--- src/rtl/pipe_elastic_reg.sv ---
// Elastic pipeline register between two processor stages: a 1- or 2-entry FIFO
// with valid/ready handshake, redirect flush and a saturating discard counter.
module pipe_elastic_reg #(
    parameter int DATA_W = 32,
    parameter int DEPTH  = 2
) (
    input  logic              clk,
    input  logic              rst_n,
    input  logic              in_valid,
    input  logic [DATA_W-1:0] in_data,
    output logic              in_ready,
    output logic              out_valid,
    output logic [DATA_W-1:0] out_data,
    input  logic              out_ready,
    input  logic              flush,
    output logic [1:0]        occupancy,
    output logic [15:0]       flush_cnt
);

    generate
        if (DEPTH != 1 && DEPTH != 2) begin : g_bad_depth
            $error("pipe_elastic_reg: DEPTH must be 1 or 2");
        end
    endgenerate

    localparam logic [1:0] DEPTH_L = 2'(DEPTH);

    // Two slots are always declared; with DEPTH=1 the pointers stay at 0 and
    // slot 1 is never written.
    logic [DATA_W-1:0] mem_q [2];
    logic [DATA_W-1:0] mem_d [2];
    logic              wr_ptr_q, wr_ptr_d;
    logic              rd_ptr_q, rd_ptr_d;
    logic [1:0]        occ_q, occ_d;
    logic [15:0]       fcnt_q, fcnt_d;
    logic [16:0]       fsum;
    logic              push, pop;

    always_comb begin
        out_valid = (occ_q != 2'd0) & ~flush;
        out_data  = (occ_q == 2'd0) ? '0 : mem_q[rd_ptr_q];
        // rst_n gating holds in_ready low while reset is asserted.
        if (DEPTH == 1) begin
            in_ready = rst_n & ~flush & ((occ_q == 2'd0) | out_ready);
        end else begin
            in_ready = rst_n & ~flush & (occ_q < DEPTH_L);
        end
    end

    always_comb begin
        push     = in_valid & in_ready;
        pop      = out_valid & out_ready;
        mem_d    = mem_q;
        wr_ptr_d = wr_ptr_q;
        rd_ptr_d = rd_ptr_q;
        occ_d    = occ_q;
        fcnt_d   = fcnt_q;
        fsum     = {1'b0, fcnt_q} + {15'd0, occ_q};
        if (flush) begin
            occ_d    = 2'd0;
            wr_ptr_d = 1'b0;
            rd_ptr_d = 1'b0;
            fcnt_d   = fsum[16] ? 16'hFFFF : fsum[15:0];
        end else begin
            if (push) begin
                mem_d[wr_ptr_q] = in_data;
                wr_ptr_d        = (DEPTH == 1) ? 1'b0 : ~wr_ptr_q;
            end
            if (pop) begin
                rd_ptr_d = (DEPTH == 1) ? 1'b0 : ~rd_ptr_q;
            end
            case ({push, pop})
                2'b10:   occ_d = occ_q + 2'd1;
                2'b01:   occ_d = occ_q - 2'd1;
                default: occ_d = occ_q;
            endcase
        end
    end

    always_ff @(posedge clk or negedge rst_n) begin
        if (!rst_n) begin
            mem_q[0] <= '0;
            mem_q[1] <= '0;
            wr_ptr_q <= 1'b0;
            rd_ptr_q <= 1'b0;
            occ_q    <= 2'd0;
            fcnt_q   <= 16'd0;
        end else begin
            mem_q    <= mem_d;
            wr_ptr_q <= wr_ptr_d;
            rd_ptr_q <= rd_ptr_d;
            occ_q    <= occ_d;
            fcnt_q   <= fcnt_d;
        end
    end

    assign occupancy = occ_q;
    assign flush_cnt = fcnt_q;

endmodule

--- config.mk ---
export PLATFORM = sky130hd
export DESIGN_NAME = pipe_elastic_reg
export DESIGN_NICKNAME = d
export VERILOG_FILES = /design/src/rtl/pipe_elastic_reg.sv
export SDC_FILE = /design/constraint.sdc
export NUM_CORES = 1
export LEC_CHECK = 0
export CAP_MARGIN = 20
export CELL_PAD_IN_SITES_DETAIL_PLACEMENT = 0
export CELL_PAD_IN_SITES_GLOBAL_PLACEMENT = 2
export CORE_UTILIZATION = 37
export CTS_BUF_LIST = sky130_fd_sc_hd__clkbuf_2
export DETAILED_ROUTE_END_ITERATION = 8
export GPL_TIMING_DRIVEN = 1
export PLACE_DENSITY_LB_ADDON = 0.1
export SYNTH_ARGS = -nofsm -noshare
export SYNTH_HDL_FRONTEND = slang
export SYNTH_SLANG_ARGS = --single-unit
--- constraint.sdc ---
create_clock -name clk -period 3.7 [get_ports clk]
set_input_delay 0.74 -clock clk [delete_from_list [all_inputs] [get_ports clk]]
set_output_delay 0.74 -clock clk [all_outputs]
set_load 0.01 [all_outputs]
* Yosys cells after proc, flatten, opt, wreduce, memory -nomap -nowiden
Index checks and enable logic that the tools add are counted.
** Word-level totals
- Register bits :: 84
- Input bits :: 37
- Output and inout bits :: 52
- Logic and storage cells :: 46
** Cells by class
- $add $sub $neg :: 3
- $lt $le $gt $ge :: 4
- Equal/unequal tests :: 2
- Multiplexer cells :: 14
- Bitwise logic cells :: 10
- Reductions and logical operators :: 7
** Operators by type and width (number)
- 2-to-1 mux 32 bit :: 5
- bitwise mux 64 bit :: 1
- demux 32 bit (select 1 bit) :: 1
- adder 16 x 2 -> 17 bit :: 1
- 2-to-1 mux 16 bit :: 1
- nonzero test 2 bit :: 3
- bitwise AND 1 bit :: 5
- greater-or-equal comparator 2 bit (second input constant) :: 2
- 2-to-1 mux 1 bit :: 4
- inverter 1 -> 2 bit :: 2
- case mux 2 bit (2 select lines) :: 1
- inverter 1 bit :: 3
- nonzero test 3 bit :: 1
- adder 2 x 1 -> 2 bit (second input constant) :: 1
- equality test 2 x 1 -> 1 bit (second input constant) :: 1
- equality test 2 bit (second input constant) :: 1
- logical NOT 2 bit :: 1
- < comparator 2 x 1 -> 1 bit (second input constant) :: 1
- < comparator 2 bit (second input constant) :: 1
- 2-to-1 mux 2 bit :: 1
- AND reduction 2 bit :: 1
- subtractor 2 x 1 -> 2 bit (second input constant) :: 1
- logical AND 1 bit :: 1

* Logic depth before layout (Yosys ltp)
Gate-level depths: netlist of the first run.
- Word-level depth :: 7
- Gate-level depth with buffers :: 8
- Depth with buffers taken out :: 7

* Least setup slack after synthesis of the first run
OpenSTA, ideal clock, no wires.
- Path kind :: register -> register
- From :: register occ_q[1], in the netlist occupancy[1]
- To :: register fcnt_q[9], in the netlist flush_cnt[9]
- Setup time :: 0.066 ns
- Data arrival time :: 2.307 ns
- Data required time :: 3.634 ns
- Slack :: 1.327 ns
- Cell stages (with the launch flop) :: 9
- Buffers on the path :: 2
- Path through :: dfrtp_1 > clkbuf_1 > inv_1 > fa_1 > nor2b_1 > nand2_1 > or4_1 > buf_2 > nand2_1
** Between the ends
- Word-level cells in the longest chain between the ends :: 2
** RTL lines
- from (decl) :: RTL line 34 : logic [1:0] occ_q, occ_d;
- from (signal assigned) :: RTL line 86 : occ_q <= 2'd0;
- from (signal assigned) :: RTL line 92 : occ_q <= occ_d;
- adder 16 x 2 -> 17 bit :: RTL line 58 : fsum = {1'b0, fcnt_q} + {15'd0, occ_q};
- 2-to-1 mux 16 bit :: RTL line 63 : fcnt_d = fsum[16] ? 16'hFFFF : fsum[15:0];
- to (signal assigned) :: RTL line 93 : fcnt_q <= fcnt_d;
- to (decl) :: RTL line 35 : logic [15:0] fcnt_q, fcnt_d;
No other way between the ends.
A chain may end at the register's enable or synchronous reset.

* Final worst setup path of the first run
- From :: register rd_ptr_q
- To :: output port out_data[1]
** Between the ends
- Word-level cells in the longest chain between the ends :: 5
** RTL lines
- from (decl) :: RTL line 33 : logic rd_ptr_q, rd_ptr_d;
- from (signal assigned) :: RTL line 91 : rd_ptr_q <= rd_ptr_d;
- inverter 1 -> 2 bit (not written as such) :: RTL line 41 : out_data = (occ_q == 2'd0) ? '0 : mem_q[rd_ptr_q];
- 2-to-1 mux 32 bit (not written as such) (3 in series) :: RTL line 41
- 2-to-1 mux 32 bit :: RTL line 41
- to (decl) :: RTL line 13 : output logic [DATA_W-1:0] out_data,
No other way between the ends. The select of a mux whose other input is x is not followed.

==> results of run 1 <==
per-stage QoR:
step | util, % | area, sq um
after floorplan | - | 3920
after global placement | 48.33 | 4967
after detailed placement | 48.33 | 4967
after CTS | 49.21 | 5057
after global routing | 49.21 | 5057
final | 49.21 | 5057
cells in the final DEF (no fill, tap or decap), drive strengths merged, types with 4 or more instances in the layout:
cell	Yosys	final
xnor2	5	5
xor2	7	7
clkdlybuf4s50	0	87
inv	4	5
nand2	17	17
clkbuf	7	10
mux2i	32	32
buf	10	8
nand3	6	6
dfrtp	84	84
o21ai	4	4
nand4	6	6
mux2	66	66
a21oi	4	4
nor2	40	40
worst max-delay path: stages (launching register included):
cell and delay, ps:
dfrtp_2 710, buf_4 340, mux2i_1 110, nor2_1 120, clkdlybuf4s50_1 550
synthesized netlist by cell type (2+ instances only):
master and count:
and4_1 2, nor2_1 40, buf_2 10, a21oi_1 4, xor2_1 7, or3_1 2
nand3_1 6, a31oi_1 3, mux2_2 64, dfrtp_1 84, nor3_1 3, mux2i_1 32
xnor2_1 5, mux2_1 2, nand4_1 5, ha_1 2, nor2b_1 3, o21ai_0 4
nand2_1 17, clkbuf_1 7, nor4_1 2, and2_1 2, inv_1 4
how the worst max path moves through the flow:
| stage | from | endpoint | slack [ps] | cells after the start |
|---|---|---|---|---|
| finish | rd_ptr_q | out_data[1] | 630 | 4 |
| global route | rd_ptr_q | out_data[13] | 440 | 4 |
| global placement | flush | flush_cnt[11] | 780 | 6 |
| floorplan | occupancy[1] | flush_cnt[9] | 1330 | 8 |
| detailed placement | flush | flush_cnt[11] | 720 | 6 |
| CTS | rd_ptr_q | out_data[2] | 560 | 4 |
metal layers:
layer / wire (um) / up-vias / GRT usage, %
met4: 186 / 0 / 7.646
met1: 4207 / 1344 / 22.77
met3: 298 / 14 / 3.182
li1: - / 1296 / -
met5: 0 / - / 0
met2: 3866 / 63 / 26.82
state kept, by name, indices dropped and copies added (netlist names):
name / flops
flush_cnt: 16
mem_q: 64
occupancy: 2
rd_ptr_q: 1
wr_ptr_q: 1
cells by family (layout without fill, tap and decap cells):
| logic type | Yosys count | in the layout | synth area share [%] |
|---|---|---|---|
| multiplexers | 98 | 98 | 27.13 |
| XOR/XNOR | 12 | 12 | 2.681 |
| buffers and inverters | 21 | 115 | 2.330 |
| flip-flops | 84 | 84 | 53.62 |
| adder cells (fa/ha/maj) | 3 | 3 | 1.149 |
| AND/OR/NAND/NOR | 90 | 90 | 11.17 |
| AO/OA/AOI/OAI | 13 | 13 | 1.915 |
final cells by class:
type,count,area (sq um)
Timing Repair Buffer,95,930.9
Inverter,4,15.01
Multi-Input combinational cell,216,1748
Sequential cell,84,2103
Clock inverter,6,40.04
Fill cell,994,5220
Tap cell,136,170.2
Clock buffer,10,50.05
power groups by stage:
stage,Clock [W],Sequential [W],Combinational [W]
finish,0.000408,0.00124,0.000522
floorplan,0,0.00123,0.000310
global route,0.000471,0.00127,0.000579
global placement,0,0.00125,0.000519
CTS,0.000436,0.00124,0.000532
detailed placement,0,0.00126,0.000529
==> out/metrics.yaml, run 1 <==
synthesis:
  syn-cell-area_sq_mm: 0.003920
  synth-edff-count: 0
  synth_area_leader_cell: "dfrtp_1"
  ys_top_cells_by_area: "dfrtp_1 54%, mux2_2 18%, mux2i_1 8.2%, nor2_1 3.8%, nand2_1 1.6%"
  synth_top_cell_area_share_pct: 53.62
  synth-async-reset-ratio_pct: 100.0
  ys_seq_area_share_pct: 53.62
  ys_seq_elements: 84
  ys_types: 34
  synth_nets: 361
  ys.flop_type: "dfrtp_1"
  yosys_warnings: 0
  synthCells: 321
  syn_area_per_cell_sq_um: 12.21
flow_run:
  maxCapViolCount: 0
sta:
  max-slew-margin-rel_pct: 48.81
  setup_viol: 0
  whs_ps: 83.52
  layout_setup_ws_ps: 625.4
  fmax_mhz: 325.2
  drv_slew: 0
  worst_pin_slew_ps: 767.8
  fin_crit_ps: 3075
  final_hold_viol_count: 0
  clock-skew-final_ps: 24.11
  rsz0062_at_grt: "no"
  post-route-period-util_pct: 83.10
  setup_tns_ps: 0
clock_tree:
  cts_sinks: 84
  clk_pin_slew_ps: 240
  clk_latency_ps: 510
  cts-hold-fix-buffers: 0
  cts_tree: "built"
  cts_setup_buffers: 0
  cts_buffers: 9
  cts_resized: 0
  cts_buffer_depth: 2
  cts_root_buf: "clkbuf_2"
  htree_levels: 3
worst_setup_path:
  cp_data_required_time_ps: 2960
  reg2reg_depth: 6
  worst_r2r_startpoint: "occupancy[1]"
  reg2reg_slack_ps: 1000
  worstSetupStartpointType: "register"
  end_kind: "output pin"
  path_class: "reg -> out"
  critical_path.max_fanout: 15
  cp.arrival_ps: 2330
  r2r_end: "flush_cnt[3]"
global_routing:
  grt.total_usage_pct: 17.02
  grt_max_degree: 61
  grt_pass1_vias: 2856
  globalRoute.totalOverflow: 0
  antenna_found_initial: 0
  grt_pass1_wl_um: 14580
min_path:
  hold_class: "in -> async"
power:
  comb_power_share_pct: 24.1
  powerDensity_mw_per_mm2: 428.2
  p_seq_share_pct: 57.0
  leakage_nw: 2.096
  clockPowerShare_pct: 18.9
  p_int_w: 0.001524
  switchingPower_w: 0.0006412
  ir_drop_v: 0.0002166
  total_power_w: 0.002165
  swShare_pct: 29.61
drt:
  drc: 0
  vias: 2717
  drt_iter0_drc: 77
  drtPass1Iterations: 4
  detail-route-antenna-nets: 0
  vias_per_cell: 4.931
  wl_per_cell_um: 15.53
  wirelength_um: 8558
finish:
  antenna_cells: 0
  drive_above_1_share_pct: 22.41
  syn_to_final_growth_pct: 29.01
  fin_nets: 450
  stdcell_count: 551
floorplanning:
  coreArea_sq_mm: 0.01028
  io_pins: 89
  die_width_um: 104.9
  fp.dieH_um: 104.9
  die_area_sq_mm: 0.01101
  row_count: 37
  start_util_pct: 38.14
placement:
  dp_slack_ps: 720.8
  gp_congestion: 0.7299
  dp_cells: 535
  dp.final_hpwl_um: 5585
  numPortBuffers: 88
outcome:
  status: "finished clean"
Note: power is estimated with default switching activity, not from simulation.
==> run 2, diff against run 1 <==
Settings changed: CORE_UTILIZATION 37 to 31.
Clock period 3.7 ns to 2.8 ns, I/O delays scaled along.
==> run 2 against run 1 <==
Compared with the run above: register-to-register slack worse by 660 ps; largest power group unchanged; largest cell class unchanged; sequential power up 31%; sequential share of layout area down 1.8 points; global-route usage down 1.3 points.
==> out/metrics.yaml, run 2 (same netlist as run 1, synthesis figures left out) <==
power:
  powerDensity_mw_per_mm2: 594.8
  ir_drop_v: 0.0002958
  leakage_nw: 2.199
placement:
  numPortBuffers: 88
  gp_congestion: 0.6987
  dp.final_hpwl_um: 5845
  dp_slack_ps: 192.8
floorplanning:
  coreArea_sq_mm: 0.01216
  fp.dieH_um: 114.5
  io_pins: 89
  row_count: 40
  die_area_sq_mm: 0.01310
  die_width_um: 114.5
  start_util_pct: 32.23
worst_setup_path:
  cp.arrival_ps: 2070
  max_stage_delay_ps: 470
  cp_num_buf_inv: 2
  worstSetupStartpointType: "register"
  worst_r2r_startpoint: "occupancy[0]"
  end_kind: "output pin"
  critical_path.max_fanout: 17
  reg2reg_depth: 7
  path_class: "reg -> out"
  cpLargestDelayFamily: "buffers and inverters"
  reg2reg_slack_ps: 340
  r2r_end: "flush_cnt[11]"
  crit_path_top_delay_cell: "clkdlybuf4s50_1"
  crit_chain: "buf_4 -> mux2i_1 -> nor2_1 -> clkdlybuf4s50_1"
  cp_data_required_time_ps: 2240
outcome:
  status: "finished clean"
clock_tree:
  cts_tree: "built"
  htree_levels: 3
  cts_root_buf: "clkbuf_2"
  cts_sinks: 84
  clk_pin_slew_ps: 220
  cts_buffers: 9
  clk_latency_ps: 540
  cts_buffer_depth: 2
drt:
  drc: 0
  wl_per_cell_um: 15.63
  wirelength_um: 9284
  drt_iter0_drc: 76
  vias: 2774
  vias_per_cell: 4.670
  detail-route-antenna-nets: 0
  drtPass1Iterations: 4
sta:
  fmax_mhz: 379.5
  worst_pin_slew_ps: 938.0
  post-route-period-util_pct: 94.10
  final_hold_viol_count: 0
  setup_viol: 0
  layout_setup_ws_ps: 165.1
  max-slew-margin-rel_pct: 37.26
  fin_crit_ps: 2635
  drv_slew: 0
  setup_tns_ps: 0
  rsz0062_at_grt: "no"
  clock-skew-final_ps: 8.773
global_routing:
  grt.total_usage_pct: 15.71
  antenna_found_initial: 0
  globalRoute.totalOverflow: 0
  grt_pass1_wl_um: 15460
  grt_max_degree: 65
  grt_pass1_vias: 2932
finish:
  layout_commonest_cell: "clkdlybuf4s50_1"
  syn_to_final_growth_pct: 34.92
  regMostFlops: "mem_q"
  final.fill_count: 1148
  fin_nets: 461
  final_cell_mix: "87 x clkdlybuf4s50_1, 81 x dfrtp_1, 64 x mux2_2"
  drive_above_1_share_pct: 24.41
  largest_reg_flops: 64
  antenna_cells: 0
min_path:
  hold_class: "in -> async"
flow_run:
  maxCapViolCount: 0
==> run 2: cell count changes in the layout (fill, tap and decap cells not counted), moves of 2 or more <==
| cell | change |
|---|---|
| buf_12 | +3 |
| buf_4 | +6 |
| bufinv_16 | +3 |
| clkinvlp_4 | -3 |
| dfrtp_1 | -2 |
| dfrtp_2 | +2 |
==> run 2: timing repair <==
action,in CTS,in global routing
hold endpoints to repair,20,0
hold buffers,1,0
setup endpoints to repair,33,5
gates resized for setup,2,1
cloned,1,0
buffers inserted,5,1
pin swaps,2,0
==> run 2: worst register-to-register path, stage by stage (launching register included) <==
cell	delay (ps)
dfrtp_2	540
ha_1	240
inv_1	60
fa_1	420
nor2b_1	180
nand2_1	120
or4_1	710
o21ai_0	150
==> run 2: metal layers <==
metal	part of all wire (%)	global-route usage (%)
met3	3.7	2.594
met2	47	24.65
met4	1.9	7.273
met1	47	21.26
met5	0	0
==> run 2: power by group <==
| group | switching (W) | internal [W] | total, W |
|---|---|---|---|
| Sequential | 0.000158 | 0.00147 | 0.00163 |
| Clock | 0.000417 | 0.000381 | 0.000798 |
| Combinational | 0.000279 | 0.000442 | 0.000721 |
==> run 2: final cells by class <==
class	count	area [sq um]	share of cell area [%]
inverter	4	15.01	0.2839
clock inverter	6	102.6	1.940
clock buffer	10	50.05	0.9463
tap	168	210.2	3.974
sequential	84	2106	39.82
timing repair buffer	105	1046	19.78
multi-input combinational	217	1759	33.26
==> run 2: worst max-delay path by stage <==
stage / slack (ps) / start / endpoint / cells past startpoint
2_1_floorplan: 430 / occupancy[1] / flush_cnt[9] / 8
3_3_place_gp: 240 / flush / flush_cnt[11] / 6
4_1_cts: 30 / occupancy[1] / in_ready / 4
5_1_grt: 3 / rd_ptr_q / out_data[0] / 4
6_report: 170 / rd_ptr_q / out_data[28] / 4
3_5_place_dp: 190 / flush / flush_cnt[11] / 6
==> run 2: metrics by stage <==
| step | power, W | hold slack [ps] | cell area, sq um | std cells | utilization (%) |
|---|---|---|---|---|---|
| after CTS | 0.003201 | 199.4 | 5280 | 593 | 43.42 |
| after global placement | 0.002343 | 468.3 | 5042 | 570 | 41.46 |
| final | 0.003146 | 198.5 | 5289 | 594 | 43.49 |
| after detailed placement | 0.002369 | 477.7 | 5042 | 570 | 41.46 |
| after global routing | 0.003348 | 247.7 | 5289 | 594 | 43.49 |
| after floorplan | 0.002038 | 264.4 | 3920 | 321 | - |
